==> src/rtl/pll_ctrl_pkg.sv <==
// Shared types and constants for the ECP5 EHXPLLL supervisory controller.
package pll_ctrl_pkg;

    localparam int PHASE_W = 8;

    typedef enum logic [2:0] {
        S_PLLRST,
        S_WAITLOCK,
        S_STABLE,
        S_IDLE,
        S_SETUP,
        S_PULSE,
        S_GAP
    } state_t;

    // PHASESEL codes for the EHXPLLL outputs
    localparam logic [1:0] PSEL_CH0 = 2'd0;
    localparam logic [1:0] PSEL_CH1 = 2'd1;
    localparam logic [1:0] PSEL_CH2 = 2'd2;
    localparam logic [1:0] PSEL_CH3 = 2'd3;

    function automatic logic [PHASE_W-1:0] phase_step(input logic [PHASE_W-1:0] pos,
                                                       input logic dir);
        return dir ? pos - PHASE_W'(1) : pos + PHASE_W'(1);
    endfunction

endpackage

==> src/rtl/pll_lock_sync.sv <==
// Two-flop synchroniser bringing the raw PLL lock into the reference-clock domain.
module pll_lock_sync (
    input  logic clk,
    input  logic rst,
    input  logic lock_raw,
    output logic lock_sync
);

    logic meta;

    always_ff @(posedge clk) begin
        if (rst) begin
            meta      <= 1'b0;
            lock_sync <= 1'b0;
        end else begin
            meta      <= lock_raw;
            lock_sync <= meta;
        end
    end

endmodule

==> src/rtl/pll_phase_ctrl.sv <==
// EHXPLLL reset/lock supervisor with handshaked dynamic phase stepping.
// Define PLL_PHASE_TRACK_EN to build the per-channel PHASE_POS accumulators.
module pll_phase_ctrl #(
    parameter int NUM_CH         = 4,
    parameter int PLL_RST_CYCLES = 16,
    parameter int LOCK_WAIT      = 64,
    parameter int LOCK_TIMEOUT   = 1024,
    parameter int STEP_W         = 2,
    parameter int GAP_W          = 4
) (
    input  logic              CLKI,
    input  logic              RST,
    input  logic              PLL_LOCK,
    input  logic              REQ_VALID,
    output logic              REQ_READY,
    input  logic [1:0]        REQ_CH,
    input  logic              REQ_DIR,
    input  logic [7:0]        REQ_STEPS,
    output logic              PLL_RST,
    output logic [1:0]        PHASESEL,
    output logic              PHASEDIR,
    output logic              PHASESTEP,
    output logic              RST_OUT,
    output logic              LOCKED,
    output logic              DONE,
    output logic              ERR,
    output logic [7:0]        RELOCK_CNT,
    output logic [8*NUM_CH-1:0] PHASE_POS
);

    import pll_ctrl_pkg::*;

    localparam int CNT_W = 16;

    state_t           state, state_nx;
    logic [CNT_W-1:0] cnt, cnt_nx, tcnt, tcnt_nx;
    logic [7:0]       rem, rem_nx;
    logic [1:0]       sel_nx;
    logic             dir_nx, pll_rst_nx, step_nx, ready_nx, locked_nx, done_nx, err_nx;
    logic             relock, pos_upd, pos_clr;
    logic             lock_s;
    logic             running;

    pll_lock_sync u_sync (
        .clk       (CLKI),
        .rst       (RST),
        .lock_raw  (PLL_LOCK),
        .lock_sync (lock_s)
    );

    assign running = (state == S_IDLE) || (state == S_SETUP) ||
                     (state == S_PULSE) || (state == S_GAP);

    always_comb begin
        state_nx   = state;
        cnt_nx     = cnt;
        tcnt_nx    = tcnt;
        rem_nx     = rem;
        sel_nx     = PHASESEL;
        dir_nx     = PHASEDIR;
        pll_rst_nx = 1'b0;
        step_nx    = 1'b0;
        ready_nx   = 1'b0;
        locked_nx  = LOCKED;
        done_nx    = 1'b0;
        err_nx     = 1'b0;
        relock     = 1'b0;
        pos_upd    = 1'b0;
        pos_clr    = 1'b0;

        if (running && !lock_s) begin
            relock = 1'b1;
            err_nx = (state != S_IDLE);
        end else begin
            case (state)
                S_PLLRST: begin
                    pll_rst_nx = 1'b1;
                    cnt_nx     = cnt + CNT_W'(1);
                    if (cnt == CNT_W'(PLL_RST_CYCLES - 1)) begin
                        state_nx   = S_WAITLOCK;
                        pll_rst_nx = 1'b0;
                        cnt_nx     = '0;
                        tcnt_nx    = '0;
                    end
                end
                S_WAITLOCK: begin
                    if (lock_s) begin
                        state_nx = S_STABLE;
                        cnt_nx   = CNT_W'(1);
                    end else if (tcnt == CNT_W'(LOCK_TIMEOUT - 1)) begin
                        relock = 1'b1;
                    end else begin
                        tcnt_nx = tcnt + CNT_W'(1);
                    end
                end
                S_STABLE: begin
                    // Lock glitches restart qualification but keep eating the timeout budget
                    if (!lock_s) begin
                        cnt_nx = '0;
                        if (tcnt == CNT_W'(LOCK_TIMEOUT - 1)) relock = 1'b1;
                        else tcnt_nx = tcnt + CNT_W'(1);
                    end else if (cnt >= CNT_W'(LOCK_WAIT - 1)) begin
                        state_nx  = S_IDLE;
                        locked_nx = 1'b1;
                        ready_nx  = 1'b1;
                    end else begin
                        cnt_nx = cnt + CNT_W'(1);
                    end
                end
                S_IDLE: begin
                    ready_nx = 1'b1;
                    if (REQ_VALID && REQ_READY) begin
                        state_nx = S_SETUP;
                        sel_nx   = REQ_CH;
                        dir_nx   = REQ_DIR;
                        rem_nx   = REQ_STEPS;
                        ready_nx = 1'b0;
                    end
                end
                S_SETUP: begin
                    if (int'(PHASESEL) >= NUM_CH) begin
                        state_nx = S_IDLE;
                        err_nx   = 1'b1;
                        ready_nx = 1'b1;
                    end else if (rem == 8'd0) begin
                        state_nx = S_IDLE;
                        done_nx  = 1'b1;
                        ready_nx = 1'b1;
                    end else begin
                        state_nx = S_PULSE;
                        step_nx  = 1'b1;
                        cnt_nx   = '0;
                    end
                end
                S_PULSE: begin
                    if (cnt == CNT_W'(STEP_W - 1)) begin
                        state_nx = S_GAP;
                        cnt_nx   = '0;
                        pos_upd  = 1'b1;
                    end else begin
                        step_nx = 1'b1;
                        cnt_nx  = cnt + CNT_W'(1);
                    end
                end
                S_GAP: begin
                    if (cnt == CNT_W'(GAP_W - 1)) begin
                        cnt_nx = '0;
                        rem_nx = rem - 8'd1;
                        if (rem == 8'd1) begin
                            state_nx = S_IDLE;
                            done_nx  = 1'b1;
                            ready_nx = 1'b1;
                        end else begin
                            state_nx = S_PULSE;
                            step_nx  = 1'b1;
                        end
                    end else begin
                        cnt_nx = cnt + CNT_W'(1);
                    end
                end
                default: state_nx = S_PLLRST;
            endcase
        end

        if (relock) begin
            state_nx   = S_PLLRST;
            cnt_nx     = '0;
            pll_rst_nx = 1'b1;
            locked_nx  = 1'b0;
            step_nx    = 1'b0;
            ready_nx   = 1'b0;
            pos_clr    = 1'b1;
        end
    end

    always_ff @(posedge CLKI) begin
        if (RST) begin
            state      <= S_PLLRST;
            cnt        <= '0;
            tcnt       <= '0;
            rem        <= '0;
            PLL_RST    <= 1'b1;
            RST_OUT    <= 1'b1;
            LOCKED     <= 1'b0;
            REQ_READY  <= 1'b0;
            PHASESEL   <= '0;
            PHASEDIR   <= 1'b0;
            PHASESTEP  <= 1'b0;
            DONE       <= 1'b0;
            ERR        <= 1'b0;
            RELOCK_CNT <= '0;
        end else begin
            state      <= state_nx;
            cnt        <= cnt_nx;
            tcnt       <= tcnt_nx;
            rem        <= rem_nx;
            PLL_RST    <= pll_rst_nx;
            RST_OUT    <= ~locked_nx;
            LOCKED     <= locked_nx;
            REQ_READY  <= ready_nx;
            PHASESEL   <= sel_nx;
            PHASEDIR   <= dir_nx;
            PHASESTEP  <= step_nx;
            DONE       <= done_nx;
            ERR        <= err_nx;
            if (relock && RELOCK_CNT != 8'hFF) RELOCK_CNT <= RELOCK_CNT + 8'd1;
        end
    end

`ifdef PLL_PHASE_TRACK_EN
    logic [NUM_CH-1:0][PHASE_W-1:0] pos;

    for (genvar i = 0; i < NUM_CH; i++) begin : g_pos
        always_ff @(posedge CLKI) begin
            if (RST || pos_clr) pos[i] <= '0;
            else if (pos_upd && PHASESEL == 2'(i)) pos[i] <= phase_step(pos[i], PHASEDIR);
        end
    end

    assign PHASE_POS = pos;
`else
    logic unused_pos;
    assign unused_pos = pos_upd ^ pos_clr;
    assign PHASE_POS  = '0;
`endif

endmodule

==> config.mk <==
export PLATFORM = sky130hd
export DESIGN_NAME = pll_phase_ctrl
export DESIGN_NICKNAME = d
export VERILOG_FILES = /design/src/rtl/pll_ctrl_pkg.sv /design/src/rtl/pll_lock_sync.sv /design/src/rtl/pll_phase_ctrl.sv
export SDC_FILE = /design/constraint.sdc
export NUM_CORES = 1
export LEC_CHECK = 0
export CORE_MARGIN = 5
export CORE_UTILIZATION = 50
export CTS_BUF_LIST = sky130_fd_sc_hd__clkbuf_4
export CTS_CLUSTER_SIZE = 28
export DETAILED_ROUTE_END_ITERATION = 10
export PLACE_DENSITY_LB_ADDON = 0.15
export SKIP_CTS_REPAIR_TIMING = 1
export SYNTH_ARGS = -nofsm -noshare
export SYNTH_HDL_FRONTEND = slang
export SYNTH_SLANG_ARGS = --single-unit
==> constraint.sdc <==
create_clock -name CLKI -period 5.8 [get_ports CLKI]
set_clock_uncertainty 0.05 [all_clocks]
set_input_delay 0.87 -clock CLKI [delete_from_list [all_inputs] [get_ports CLKI]]
set_output_delay 0.87 -clock CLKI [all_outputs]
set_load 0.02 [all_outputs]
Word level (Yosys, flattened, before mapping):

Cells that the tools add are included.

* bits in registers: 63
* latch bits: 0
* bits in writable memories: 0
* ROM bits: 0
* input bits: 15
* output and inout bits: 50
* word-level logic and storage cells: 119
* memories kept: 0

* $add $sub $neg: 4
* multipliers: 0
* div/mod/pow operators: 0
* $lt $le $gt $ge: 1
* equality and inequality tests: 24
* shift-type cells: 0
* multiplexer cells: 50
* bitwise logic cells: 2
* reduce and logical (&&, ||, !) cells: 22

Operators by type and width (number)
* $mux 16: 10
* $pmux 16 s6: 1
* $add 16x1->16 const B: 2
* $pmux 16 s2: 1
* $mux 3: 9
* $mux 1: 22
* $pmux 3 s7: 1
* $eq 16x1->1 const B: 1
* $eq 16x10->1 const B: 1
* $eq 16x2->1 const B: 1
* $eq 16x4->1 const B: 1
* $ge 16x6->1 const B: 1
* $mux 8: 2
* $pmux 8 s2: 1
* $ne 2x1->1 const B: 5
* $ne 2x2->1 const B: 5
* $reduce_and 5->1: 2
* $eq 3x3->1 const B: 3
* $add 8x1->8 const B: 1
* $eq 8x1->1 const B: 1
* $logic_not 8->1: 1
* $ne 8x8->1 const B: 1
* $reduce_and 8->1: 1
* $reduce_or 2->1: 4
* 18 further kinds: 25

Longest topological paths before layout:

* depth after elaboration: 8
* depth in mapped cells: 9
* depth with buffers taken out: 7

Cells and area by module:

From an unflattened synthesis, not the netlist that was laid out.

* cell total of the unflattened synthesis: 462
* area, all modules: 3703.6 sq um

By module, submodules not included
* pll_phase_ctrl: instances 1, cells each 458, area each 3651.0 sq um, sequential area each 1221.2 sq um
* pll_lock_sync: instances 1, cells each 4, area each 52.6 sq um, sequential area each 40.0 sq um

Least setup slack after synthesis:

Ideal clock, no wire load.

* path kind: reg-to-reg
* start point: register tcnt[10]
* end point: register RELOCK_CNT[7]
* library setup time: 0.123 ns
* data arrival time: 2.460 ns
* data required time: 5.627 ns
* slack: 3.166 ns
* cell stages (with the launch flop): 8
* buffers on the path: 1
* clock period less this slack: 2.634 ns
* path through: dfxtp_1 or4_4 nor4_4 a221oi_2 or4_4 buf_6 nor4b_4 mux2_1

* cells in the longest elaborated chain, start to end: 6

RTL lines
* start: declaration: RTL line pll_phase_ctrl.sv:36 `logic [CNT_W-1:0] cnt, cnt_nx, tcnt, tcnt_nx;`
* start signal: assignment: RTL line pll_phase_ctrl.sv:195 `tcnt <= tcnt_nx;`
* $eq 16x10->1: RTL line pll_phase_ctrl.sv:90, pll_phase_ctrl.sv:100
* $mux 1: RTL line pll_phase_ctrl.sv:90, pll_phase_ctrl.sv:100
* $mux 1: RTL line pll_phase_ctrl.sv:98 `if (!lock_s) begin`
* $mux 1
* $mux 1: RTL line pll_phase_ctrl.sv:71 `if (running && !lock_s) begin`
* $logic_and 1x1->1: RTL line pll_phase_ctrl.sv:206 `if (relock && RELOCK_CNT != 8'hFF) RELOCK_CNT <= RELOCK_CNT + 8'd1;`
* end signal: assignment: RTL line pll_phase_ctrl.sv:206
* end: declaration: RTL line pll_phase_ctrl.sv:27 `output logic [7:0] RELOCK_CNT,`

Every way passes these cells.
A chain may end at the register's enable or synchronous reset.

Worst setup path in the final report:

* start point: register state[1]
* end point: register rem[6]

* cells in the longest elaborated chain, start to end: 7
* elaborated cells on any way between the ends: 14
* those cells by class: 6 x eq/ne; 1 x mux; 1 x bitwise; 6 x reduce/logical

RTL lines
* start: declaration: RTL line pll_phase_ctrl.sv:35 `state_t state, state_nx;`
* start signal: assignment: RTL line pll_phase_ctrl.sv:193 `state <= state_nx;`
* $eq 3x2->1 or $eq 3x3->1 (tied branches): RTL line pll_phase_ctrl.sv:51, pll_phase_ctrl.sv:75
* $logic_or 1x1->1 (2 in series): RTL line pll_phase_ctrl.sv:51 `assign running = (state == S_IDLE) || (state == S_SETUP) ||`
* $logic_or 1x1->1: RTL line pll_phase_ctrl.sv:52 `(state == S_PULSE) || (state == S_GAP);`
* $logic_and 1x1->1: RTL line pll_phase_ctrl.sv:71
* $not 1->1 (no source line)
* $reduce_and 4->1 (no source line)
* end signal: assignment: RTL line pll_phase_ctrl.sv:196 `rem <= rem_nx;`
* end: declaration: RTL line pll_phase_ctrl.sv:37 `logic [7:0] rem, rem_nx;`

Parallel ways exist; a longest one is shown, timed or not.

==> impl_metrics.json <==
{
  "root_buffer": "clkbuf_4",
  "cp_max_fo": 25,
  "yosys-top-cells-area": "dfxtp_1, buf_4, nor2_1, a21oi_1, nand2_1",
  "die_h_um": 97.9,
  "synth-edff-count": 0,
  "postRouteAntennaNets": 0,
  "first_global_vias": 3079,
  "drc_errors": 0,
  "area.growth.synth_to_final_pct": 9.30,
  "hp-class": "flip-flop to flip-flop",
  "synth-seq-cells": 63,
  "place.gp.congestion": 0.842,
  "clkTransAtPathRegs_ns": 0.10,
  "synth_top_area_cell": "dfxtp_1",
  "synth.distinct_cells": 59,
  "clockBufferDepth": 2,
  "drive_gt1_share_pct": 6.68,
  "drv_slew": 0,
  "hpwl_um": 6110,
  "cp_top_family": "compound AO/OA/AOI/OAI gates",
  "finalSetupTns_ns": 0,
  "power_density_nw_per_um2": 243,
  "finalNonFillerCells": 611,
  "setup_violations": 0,
  "yosys_warnings": 0,
  "yosysMostFrequentCell": "dfxtp_1",
  "ys_seq_area_share_pct": 32.7,
  "min_period_ns": 3.34,
  "num_rows": 32,
  "h-tree-depth": 3,
  "p_leak_nw": 1.49,
  "clock_latency_ns": 0.41,
  "hp-start": "u_sync.meta",
  "wirelength_um": 8630,
  "ys.flop_type": "dfxtp_1",
  "netlist.area_leader.share_pct": 32.7,
  "max_slew.worst_pin.slew_ns": 0.949,
  "numCtsBuffers": 9,
  "r2r_start": "state[1]",
  "drtIter0Drc": 237,
  "holdPathEnd": "u_sync.lock_sync",
  "antenna_found_initial": 0,
  "dieArea_um2": 9580,
  "portBuffers": 32,
  "routed_via_density": 5.64,
  "antennaDiodeCount": 0,
  "async_flop_share_pct": 0,
  "dr.pass1.iters": 5,
  "gr-usage-all-layers_pct": 18.2,
  "slew_headroom_pct": 36.2,
  "maxCapViolCount": 0,
  "vias": 3444,
  "outcome": "finished clean",
  "slowest_delay_ns": 0.97,
  "initial_core_util_pct": 50.8,
  "synthXorXnorAreaFrac_pct": 3.63,
  "synth_top_family_by_area": "simple AND/OR/NAND/NOR gates",
  "synth_compound_area_share_pct": 20.3,
  "synth_fa_ha_area_share_pct": 2.27,
  "synth_area_um2": 3860,
  "num_io_pins": 65,
  "tritoncts": "done",
  "min_period_over_period_pct": 57.6,
  "crit_type": "flip-flop to flip-flop",
  "grt_start_max_net_pins": 28,
  "synth_simple_gate_area_share_pct": 28.7,
  "drt-wirelength-per-cell_um": 14.1,
  "yosys-top-cells-count": "dfxtp_1, nor2_1, a21oi_1",
  "crit_buf_inv": 0,
  "cts_sinks": 63,
  "ir_drop_v": 0.000134,
  "crit_path_start_kind": "flip-flop",
  "synth.mux.area_fraction_pct": 1.36,
  "die_w_um": 97.9,
  "grt_pass1_wl_um": 14700,
  "required_ns": 6.05,
  "arrival_ns": 3.60,
  "post-place-cells": 595,
  "hold_viol_final": 0,
  "syn_inst": 488,
  "rr_endpoint": "rem[6]",
  "gr-total-overflow": 0,
  "fmax_mhz": 299,
  "crit_path_cell_trace": "nor2b_1, nand2_1, o31ai_1, o21ai_0, a22oi_1, nor2_1",
  "rrSetupSlack_ns": 2.46,
  "cp_slowest_cell": "o31ai_1",
  "core_um2": 7610,
  "min_path_cells": 1,
  "fin_nets": 526,
  "rsz0062_at_grt": "no",
  "avgSynthCellArea_um2": 7.91,
  "critPathLaunch": "state[1]",
  "end_kind": "flip-flop",
  "rr_worst_depth": 6
}
## area by class of cell
cell class	instances	area [um2]
clock inverter	5	48.8
multi-input combinational	379	2300
sequential	63	1260
tap	102	128
clock buffer	11	82.6
timing repair buffer	34	335
inverter	17	63.8
fill	752	3390
## cell usage in the layout (no fill, tap or decap), types with 6 or more instances in the layout
| cell type | count |
|---|---|
| a211oi_1 | 9 |
| a21oi_1 | 36 |
| a22oi_1 | 7 |
| a31oi_1 | 9 |
| and3_1 | 8 |
| clkbuf_4 | 11 |
| clkdlybuf4s50_1 | 32 |
| conb_1 | 32 |
| dfxtp_1 | 63 |
| ha_1 | 7 |
| inv_1 | 17 |
| nand2_1 | 34 |
| nand3_1 | 21 |
| nand4_1 | 20 |
| nor2_1 | 49 |
| nor2b_1 | 8 |
| nor3_1 | 10 |
| nor4_1 | 10 |
| o21ai_0 | 16 |
| o31ai_1 | 6 |
| xnor2_1 | 11 |
## state kept, by name (all words and copies together), names as in the netlist
register and cells:
rem 8, PLL_RST 1, REQ_READY 1, RELOCK_CNT 8
u_sync.meta 1, PHASESTEP 1, PHASESEL 2, ERR 1
DONE 1, state 3, RST_OUT 1, tcnt 16
PHASEDIR 1, u_sync.lock_sync 1, cnt 16, LOCKED 1
## per-layer routing
| layer | wire (um) | vias to the layer above | part of all wire (%) | track usage (%) |
|---|---|---|---|---|
| met2 | 4120 | 73 | 48 | 29.5 |
| li1 | - | 1751 | - | - |
| met1 | 3960 | 1610 | 46 | 23.6 |
| met3 | 423 | 10 | 4.9 | 5.36 |
| met4 | 128 | 0 | 1.5 | 5.32 |
| met5 | 0 | - | 0 | 0 |
## worst max path at each step
stage / to / slack, ns / cells after the start
final: rem[6] / 2.46 / 6
after floorplan: RELOCK_CNT[7] / 3.17 / 7
after detailed placement: rem[5] / 2.54 / 6
after global routing: rem[5] / 2.13 / 6
after global placement: rem[3] / 2.48 / 6
after CTS: rem[3] / 2.53 / 6
## report_power, final
part	total [W]	switching, W	leakage, nW	internal [W]
clock network	0.000292	0.000155	0.0696	0.000137
registers	0.000490	0.0000413	0.509	0.000449
logic	0.000243	0.000151	0.907	0.0000917
## per-stage QoR
stage / setup slack [ns] / util [%] / hold slack, ns / area, um2 / total power, W
floorplan: 3.17 / - / 0.364 / 3980 / 0.000702
global placement: 2.48 / 53.8 / 0.376 / 4090 / 0.000738
detailed placement: 2.54 / 53.8 / 0.387 / 4090 / 0.000741
CTS: 2.53 / 55.5 / 0.410 / 4220 / 0.00104
global route: 2.13 / 55.5 / 0.436 / 4220 / 0.00109
finish: 2.46 / 55.5 / 0.403 / 4220 / 0.00103
## logic make-up (layout without fill, tap and decap cells)
kind of cell / after synthesis / after routing
adders and majority gates: 7 / 7
DFF: 63 / 63
xor gates and xnor gates: 16 / 16
muxes: 5 / 5
AOI/OAI and AO/OA: 117 / 117
other: 1 / 32
buffers and inverters: 77 / 67
and+or+nand+nor: 202 / 202
No activity file was read; power rests on OpenSTA's default activity.
